==> src/rtl/core_mem_pkg.sv <==
// Shared encodings for the core memory server: per-core status codes and the
// state enums of the top-level run FSM and the per-core transaction slots.
package core_mem_pkg;

  localparam logic [1:0] ST_HOLD = 2'b00;
  localparam logic [1:0] ST_GO   = 2'b01;
  localparam logic [1:0] ST_DONE = 2'b10;

  typedef enum logic [1:0] {
    TOP_IDLE = 2'd0,
    TOP_RUN  = 2'd1,
    TOP_DONE = 2'd2
  } top_state_t;

  typedef enum logic [1:0] {
    SLOT_IDLE = 2'd0,
    SLOT_WAIT = 2'd1,
    SLOT_ACK  = 2'd2
  } slot_state_t;

  // Run-cycle counter sticks at all-ones instead of wrapping.
  function automatic logic [31:0] sat_inc32(input logic [31:0] value);
    return (value == 32'hFFFF_FFFF) ? value : value + 32'd1;
  endfunction

endpackage

==> src/rtl/rr_arbiter.sv <==
// Round-robin arbiter: one-hot grant to the first requester at or after the
// rotating pointer; the pointer moves to the slot after the winner.
module rr_arbiter #(
  parameter int N = 4
) (
  input  logic         clock,
  input  logic         rst_n,
  input  logic [N-1:0] req,
  output logic [N-1:0] grant,
  output logic         grant_valid
);

  localparam int PW = (N > 1) ? $clog2(N) : 1;
  localparam logic [PW:0] N_W = (PW + 1)'(N);
  localparam logic [PW-1:0] LAST = PW'(N - 1);

  logic [PW-1:0] ptr_reg;
  logic [PW-1:0] win;
  logic [PW-1:0] probe;
  logic [PW:0]   sum;

  always_comb begin
    grant       = '0;
    grant_valid = 1'b0;
    win         = '0;
    probe       = '0;
    sum         = '0;
    for (int off = 0; off < N; off++) begin
      sum = {1'b0, ptr_reg} + (PW + 1)'(off);
      if (sum >= N_W) begin
        sum = sum - N_W;
      end
      probe = sum[PW-1:0];
      if (!grant_valid && req[probe]) begin
        grant_valid = 1'b1;
        win         = probe;
      end
    end
    grant[win] = grant_valid;
  end

  always_ff @(posedge clock) begin
    if (!rst_n) begin
      ptr_reg <= '0;
    end else if (grant_valid) begin
      ptr_reg <= (win == LAST) ? '0 : win + 1'b1;
    end
  end

endmodule

==> src/rtl/core_mem_server.sv <==
// Memory-side responder: round-robin arbitration of NUM_CORES cores onto one
// synchronous RAM port, per-core status handshaking and run/done bookkeeping.
module core_mem_server
  import core_mem_pkg::*;
#(
  parameter int NUM_CORES = 4,
  parameter int AW        = 16,
  parameter int DW        = 16
) (
  input  logic                    clock,
  input  logic                    rst_n,
  input  logic                    start,
  input  logic [NUM_CORES*AW-1:0] core_addr,
  input  logic [NUM_CORES*DW-1:0] core_wdata,
  input  logic [NUM_CORES-1:0]    core_wr,
  input  logic [NUM_CORES-1:0]    core_rd,
  input  logic [NUM_CORES-1:0]    core_end,
  output logic [NUM_CORES*DW-1:0] core_rdata,
  output logic [NUM_CORES*2-1:0]  core_status,
  output logic [AW-1:0]           mem_addr,
  output logic [DW-1:0]           mem_wdata,
  output logic                    mem_we,
  input  logic [DW-1:0]           mem_rdata,
  output logic                    all_done,
  output logic [31:0]             cycle_count
);

  top_state_t state_reg;

  logic [NUM_CORES-1:0] pend_vec;
  logic [NUM_CORES-1:0] done_mask;
  logic [NUM_CORES-1:0] busy_vec;
  logic [NUM_CORES-1:0] arb_req;
  logic [NUM_CORES-1:0] grant;
  logic                 grant_valid;
  logic                 run;
  logic                 begin_run;
  logic                 finish;
  logic [AW-1:0]        sel_addr;
  logic [DW-1:0]        sel_wdata;
  logic                 sel_we;

  assign run       = (state_reg == TOP_RUN);
  assign begin_run = start && !run;
  assign finish    = run && (&done_mask) && !(|busy_vec);
  assign arb_req   = run ? (pend_vec & ~done_mask) : '0;

  rr_arbiter #(.N(NUM_CORES)) u_arb (
    .clock       (clock),
    .rst_n       (rst_n),
    .req         (arb_req),
    .grant       (grant),
    .grant_valid (grant_valid)
  );

  always_comb begin
    sel_addr  = '0;
    sel_wdata = '0;
    sel_we    = 1'b0;
    for (int i = 0; i < NUM_CORES; i++) begin
      if (grant[i]) begin
        sel_addr  = core_addr[i*AW +: AW];
        sel_wdata = core_wdata[i*DW +: DW];
        sel_we    = core_wr[i];
      end
    end
  end

  always_ff @(posedge clock) begin
    if (!rst_n) begin
      state_reg   <= TOP_IDLE;
      all_done    <= 1'b0;
      cycle_count <= '0;
    end else begin
      case (state_reg)
        TOP_IDLE: begin
          if (start) begin
            state_reg   <= TOP_RUN;
            cycle_count <= '0;
          end
        end
        TOP_RUN: begin
          cycle_count <= sat_inc32(cycle_count);
          if (finish) begin
            state_reg <= TOP_DONE;
            all_done  <= 1'b1;
          end
        end
        TOP_DONE: begin
          if (start) begin
            state_reg   <= TOP_RUN;
            all_done    <= 1'b0;
            cycle_count <= '0;
          end
        end
        default: state_reg <= TOP_IDLE;
      endcase
    end
  end

  // mem_we is a one-cycle strobe; address and data hold their last grant.
  always_ff @(posedge clock) begin
    if (!rst_n) begin
      mem_addr  <= '0;
      mem_wdata <= '0;
      mem_we    <= 1'b0;
    end else if (grant_valid) begin
      mem_addr  <= sel_addr;
      mem_wdata <= sel_wdata;
      mem_we    <= sel_we;
    end else begin
      mem_we <= 1'b0;
    end
  end

  for (genvar gi = 0; gi < NUM_CORES; gi++) begin : g_slot
    slot_state_t   slot_reg;
    logic          second_reg;
    logic          is_read_reg;
    logic          pend_reg;
    logic          done_reg;
    logic [1:0]    status_reg;
    logic [DW-1:0] rdata_reg;
    logic          done_now;
    logic          want;

    assign done_now  = done_reg | core_end[gi];
    assign want      = core_rd[gi] | core_wr[gi];
    assign pend_vec[gi]  = pend_reg;
    assign done_mask[gi] = done_reg;
    assign busy_vec[gi]  = (slot_reg != SLOT_IDLE);
    assign core_status[gi*2 +: 2]  = status_reg;
    assign core_rdata[gi*DW +: DW] = rdata_reg;

    // Status is registered from the slot's next state so it lines up with it.
    always_ff @(posedge clock) begin
      if (!rst_n) begin
        slot_reg    <= SLOT_IDLE;
        second_reg  <= 1'b0;
        is_read_reg <= 1'b0;
        pend_reg    <= 1'b0;
        done_reg    <= 1'b0;
        status_reg  <= ST_HOLD;
        rdata_reg   <= '0;
      end else if (begin_run) begin
        pend_reg   <= 1'b0;
        done_reg   <= 1'b0;
        status_reg <= ST_GO;
      end else if (finish) begin
        status_reg <= ST_DONE;
      end else if (run) begin
        if (core_end[gi]) begin
          done_reg <= 1'b1;
        end
        case (slot_reg)
          SLOT_IDLE: begin
            if (grant[gi]) begin
              slot_reg    <= SLOT_WAIT;
              second_reg  <= 1'b0;
              pend_reg    <= 1'b0;
              is_read_reg <= !core_wr[gi];
              status_reg  <= done_now ? ST_DONE : ST_HOLD;
            end else if (done_reg) begin
              pend_reg   <= 1'b0;
              status_reg <= ST_DONE;
            end else if (pend_reg || want) begin
              pend_reg   <= 1'b1;
              status_reg <= done_now ? ST_DONE : ST_HOLD;
            end else begin
              status_reg <= done_now ? ST_DONE : ST_GO;
            end
          end
          SLOT_WAIT: begin
            if (second_reg) begin
              slot_reg   <= SLOT_ACK;
              status_reg <= done_now ? ST_DONE : ST_GO;
              if (is_read_reg) begin
                rdata_reg <= mem_rdata;
              end
            end else begin
              second_reg <= 1'b1;
              status_reg <= done_now ? ST_DONE : ST_HOLD;
            end
          end
          SLOT_ACK: begin
            slot_reg   <= SLOT_IDLE;
            status_reg <= done_now ? ST_DONE : ST_GO;
          end
          default: slot_reg <= SLOT_IDLE;
        endcase
      end
    end
  end

endmodule

==> config.mk <==
export PLATFORM = sky130hd
export DESIGN_NAME = core_mem_server
export DESIGN_NICKNAME = d
export VERILOG_FILES = /design/src/rtl/core_mem_pkg.sv /design/src/rtl/rr_arbiter.sv /design/src/rtl/core_mem_server.sv
export SDC_FILE = /design/constraint.sdc
export NUM_CORES = 1
export LEC_CHECK = 0
export CORE_MARGIN = 5
export CORE_UTILIZATION = 45
export CTS_CLUSTER_DIAMETER = 150
export DETAILED_ROUTE_END_ITERATION = 7
export PLACE_DENSITY = 0.9
export SYNTH_ARGS = -nofsm -noshare
export SYNTH_HDL_FRONTEND = slang
export SYNTH_SLANG_ARGS = --single-unit
==> constraint.sdc <==
create_clock -name clock -period 3.64 [get_ports clock]
set_input_delay 0.728 -clock clock [delete_from_list [all_inputs] [get_ports clock]]
set_output_delay 0.728 -clock clock [all_outputs]
set_load 0.02 [all_outputs]
==> impl_metrics.tcl <==
set metrics [dict create \
    status "complete, no violations" \
    die_h_um 144.3 \
    clockBufferDepth 2 \
    cts_hold_repair.buffers 0 \
    p_leak_nw 4.581 \
    hpwl_um 19650 \
    antenna_left 0 \
    routabilityCongestion 0.8939 \
    largest_register_ff_count 64 \
    finClkSkew_ns 0.01338 \
    tns_ns 0 \
    layoutNonFillerInstCount 1483 \
    synthesis.area_mm2 0.008118 \
    whs_endpoint "all_done$_SDFFE_PN0P_" \
    grt_pass1_vias 8235 \
    min_from "all_done$_SDFFE_PN0P_" \
    syn_area_per_cell_um2 8.369 \
    nets 1421 \
    cts-root-buf "clkbuf_16" \
    finalCriticalPeriod_ns 3.078 \
    cp-end-kind "flop" \
    start_util 0.4550 \
    grt_max_degree 65 \
    setup_viol 0 \
    seq_area_frac_synth 0.4094 \
    clock_power_share 0.416 \
    gr-usage-all-layers 0.2568 \
    period_share 0.8455 \
    area_growth_pct 45.90 \
    reg2reg_slack_ns 0.56 \
    r2r-end "mem_addr[2]$_SDFFE_PN0N_" \
    fin_area_mm2 0.01184 \
    hp-class "flop to flop" \
    seqPwrFrac 0.446 \
    post_cts_buffers 0 \
    synth-edff-count 0 \
    p_int_mw 3.139 \
    final_common_cell "clkdlybuf4s50_1" \
    core_area_mm2 0.01784 \
    vias 8466 \
    dpl_cell_area_mm2 0.01127 \
    diodes 0 \
    num_io_pins 297 \
    cts_buffers 17 \
    clkTransAtPathRegs_ns 0.07 \
    yosys_warnings 0 \
    post_cts_resized 0 \
    worstReg2RegStart "state_reg[1]$_SDFFE_PN0P_" \
    p_per_area_mw_per_mm2 358.2 \
    hold_viol_final 0 \
    cp_max_fo 26 \
    synth_cells 970 \
    cts.sinks 166 \
    synthFlopType "dfxtp_1" \
    cap_viol_max_count 0 \
    h-tree-depth 4 \
    crit_required_ns 3.92 \
    multi_input_area_mm2 0.004457 \
    fillers 1430 \
    drive_above_1_share 0.05742 \
    whs_path_depth 2 \
    wl_per_cell_um 18.30 \
    async_flop_share 0 \
    drv_slew 0 \
    cp_data_arrival_time_ns 3.35 \
    p_comb_frac 0.139 \
    grt_pass1_wl_um 43080 \
    dr.pass1.iters 5 \
    num_rows 49 \
    overflow 0 \
    drt_wl_total_um 27140 \
    clk_latency_ns 0.42 \
    die_w_um 144.3 \
    dr.first_iter.drc_count 715 \
    netSwitchingPower_mw 1.104 \
    seqCellArea_mm2 0.003323 \
    fmax_mhz 324.9 \
    relSlewSlack 0.5210 \
    vias_per_cell 5.709 \
    ys_types 69 \
    grt_antenna_before_repair 0 \
    io_buffer_count 296 \
    reg2reg_depth 10 \
    tritoncts "done" \
    swShare 0.2603 \
    most-common-layout-cells "clkdlybuf4s50_1 (296), dfxtp_1 (166), nor2_1 (126)" \
    worst_pin_slew_ns 0.7185 \
    synth_nets 1150 \
    path_class "flop to flop" \
    hold_ws_ns 0.4770 \
    rsz0062_at_grt "false" \
    drc 0 \
    die_area_mm2 0.02083 \
    start_kind "flop" \
    dp.cells 1451 \
    vdd_drop_max_v 0.0003053 \
    synth-seq-cells 166 \
]
-- power by group through the flow --
stage	clock (mW)	sequential [mW]	combinational, mW
finish	1.76	1.89	0.589
global placement	0	1.93	0.571
CTS	1.80	1.89	0.584
floorplan	0	1.96	0.218
detailed placement	0	1.93	0.581
global route	1.90	1.90	0.629
-- critical path, stage by stage, from the launching register on --
cell and delay (ns):
dfxtp_1 0.41, nand2b_1 0.40, nor2_1 0.17, a41o_1 0.23
a21oi_1 0.18, o22a_1 0.18, ha_1 0.63, buf_4 0.42
nand3b_1 0.12, o21ai_0 0.10, a311oi_1 0.08
-- routing by layer --
metal | GRT usage | vias up | routed length (µm)
li1 | - | 4051 | -
met4 | 0.1075 | 0 | 901
met1 | 0.3255 | 3965 | 10910
met2 | 0.4153 | 383 | 13050
met3 | 0.06713 | 67 | 2280
met5 | 0 | - | 0
-- cell usage after synthesis, types with 3 or more instances --
master    number  area (µm²)
dfxtp_1      166        3323
nor2_1       126       473.0
nand2_1      106       397.9
a21oi_1       92       460.4
mux2i_1       72       720.7
o21ai_0       54       270.3
clkbuf_1      53       198.9
a311oi_1      34       297.8
nand3b_1      34       255.2
ha_1          21       262.8
inv_1         21       78.83
nor3_1        18       90.09
nand3_1       16       80.08
or3_1         13       81.33
or4_1         12       90.09
nand2b_1       8       50.05
nand4_1        8       50.05
o21ai_1        8       40.04
nor2b_1        6       37.54
o211ai_1       6       45.04
a31oi_1        5       31.28
and3_1         5       31.28
and4_1         5       43.79
nand4_2        5       62.56
nor4_1         5       31.28
a21o_1         4       30.03
buf_2          4       20.02
buf_6          4       45.04
nor4b_1        4       35.03
a22oi_1        3       22.52
o31ai_1        3       22.52
o41ai_1        3       26.28
-- worst max-delay path by stage --
stage | endpoint | slack, ns | startpoint | depth (start not counted)
floorplan | mem_addr[10]$_SDFFE_PN0N_ | 0.79 | state_reg[1]$_SDFFE_PN0P_ | 12
global placement | cycle_count[28]$_SDFFE_PN0P_ | 0.70 | start | 6
detailed placement | cycle_count[28]$_SDFFE_PN0P_ | 0.63 | start | 6
CTS | mem_addr[9]$_SDFFE_PN0N_ | 0.63 | state_reg[1]$_SDFFE_PN0P_ | 10
global route | mem_addr[9]$_SDFFE_PN0N_ | 0.30 | state_reg[1]$_SDFFE_PN0P_ | 10
finish | mem_addr[2]$_SDFFE_PN0N_ | 0.56 | state_reg[1]$_SDFFE_PN0P_ | 10
-- cell type report --
cell class,count,area share
Clock inverter,13,0.01120
Multi-Input combinational cell,719,0.3763
Inverter,22,0.007078
Tap cell,229,0.02419
Clock buffer,19,0.03740
Sequential cell,166,0.2806
Timing Repair Buffer,315,0.2633
-- stage by stage --
step	util	setup slack, ns	power [mW]
floorplan	-	0.7884	2.181
global placement	0.6316	0.7005	2.500
detailed placement	0.6316	0.6345	2.511
CTS	0.6639	0.6302	4.275
global route	0.6639	0.3010	4.424
finish	0.6639	0.5623	4.243
-- cell families after synthesis --
logic type	Yosys count	share of synthesized area
AOI/OAI and AO/OA	240	0.1857
xor gates and xnor gates	2	0.002158
adders and majority gates	21	0.03237
buffers and inverters	85	0.04362
DFF	166	0.4094
muxes	72	0.08878
and+or+nand+nor	384	0.2380
No activity file was read; power rests on OpenSTA's default activity.
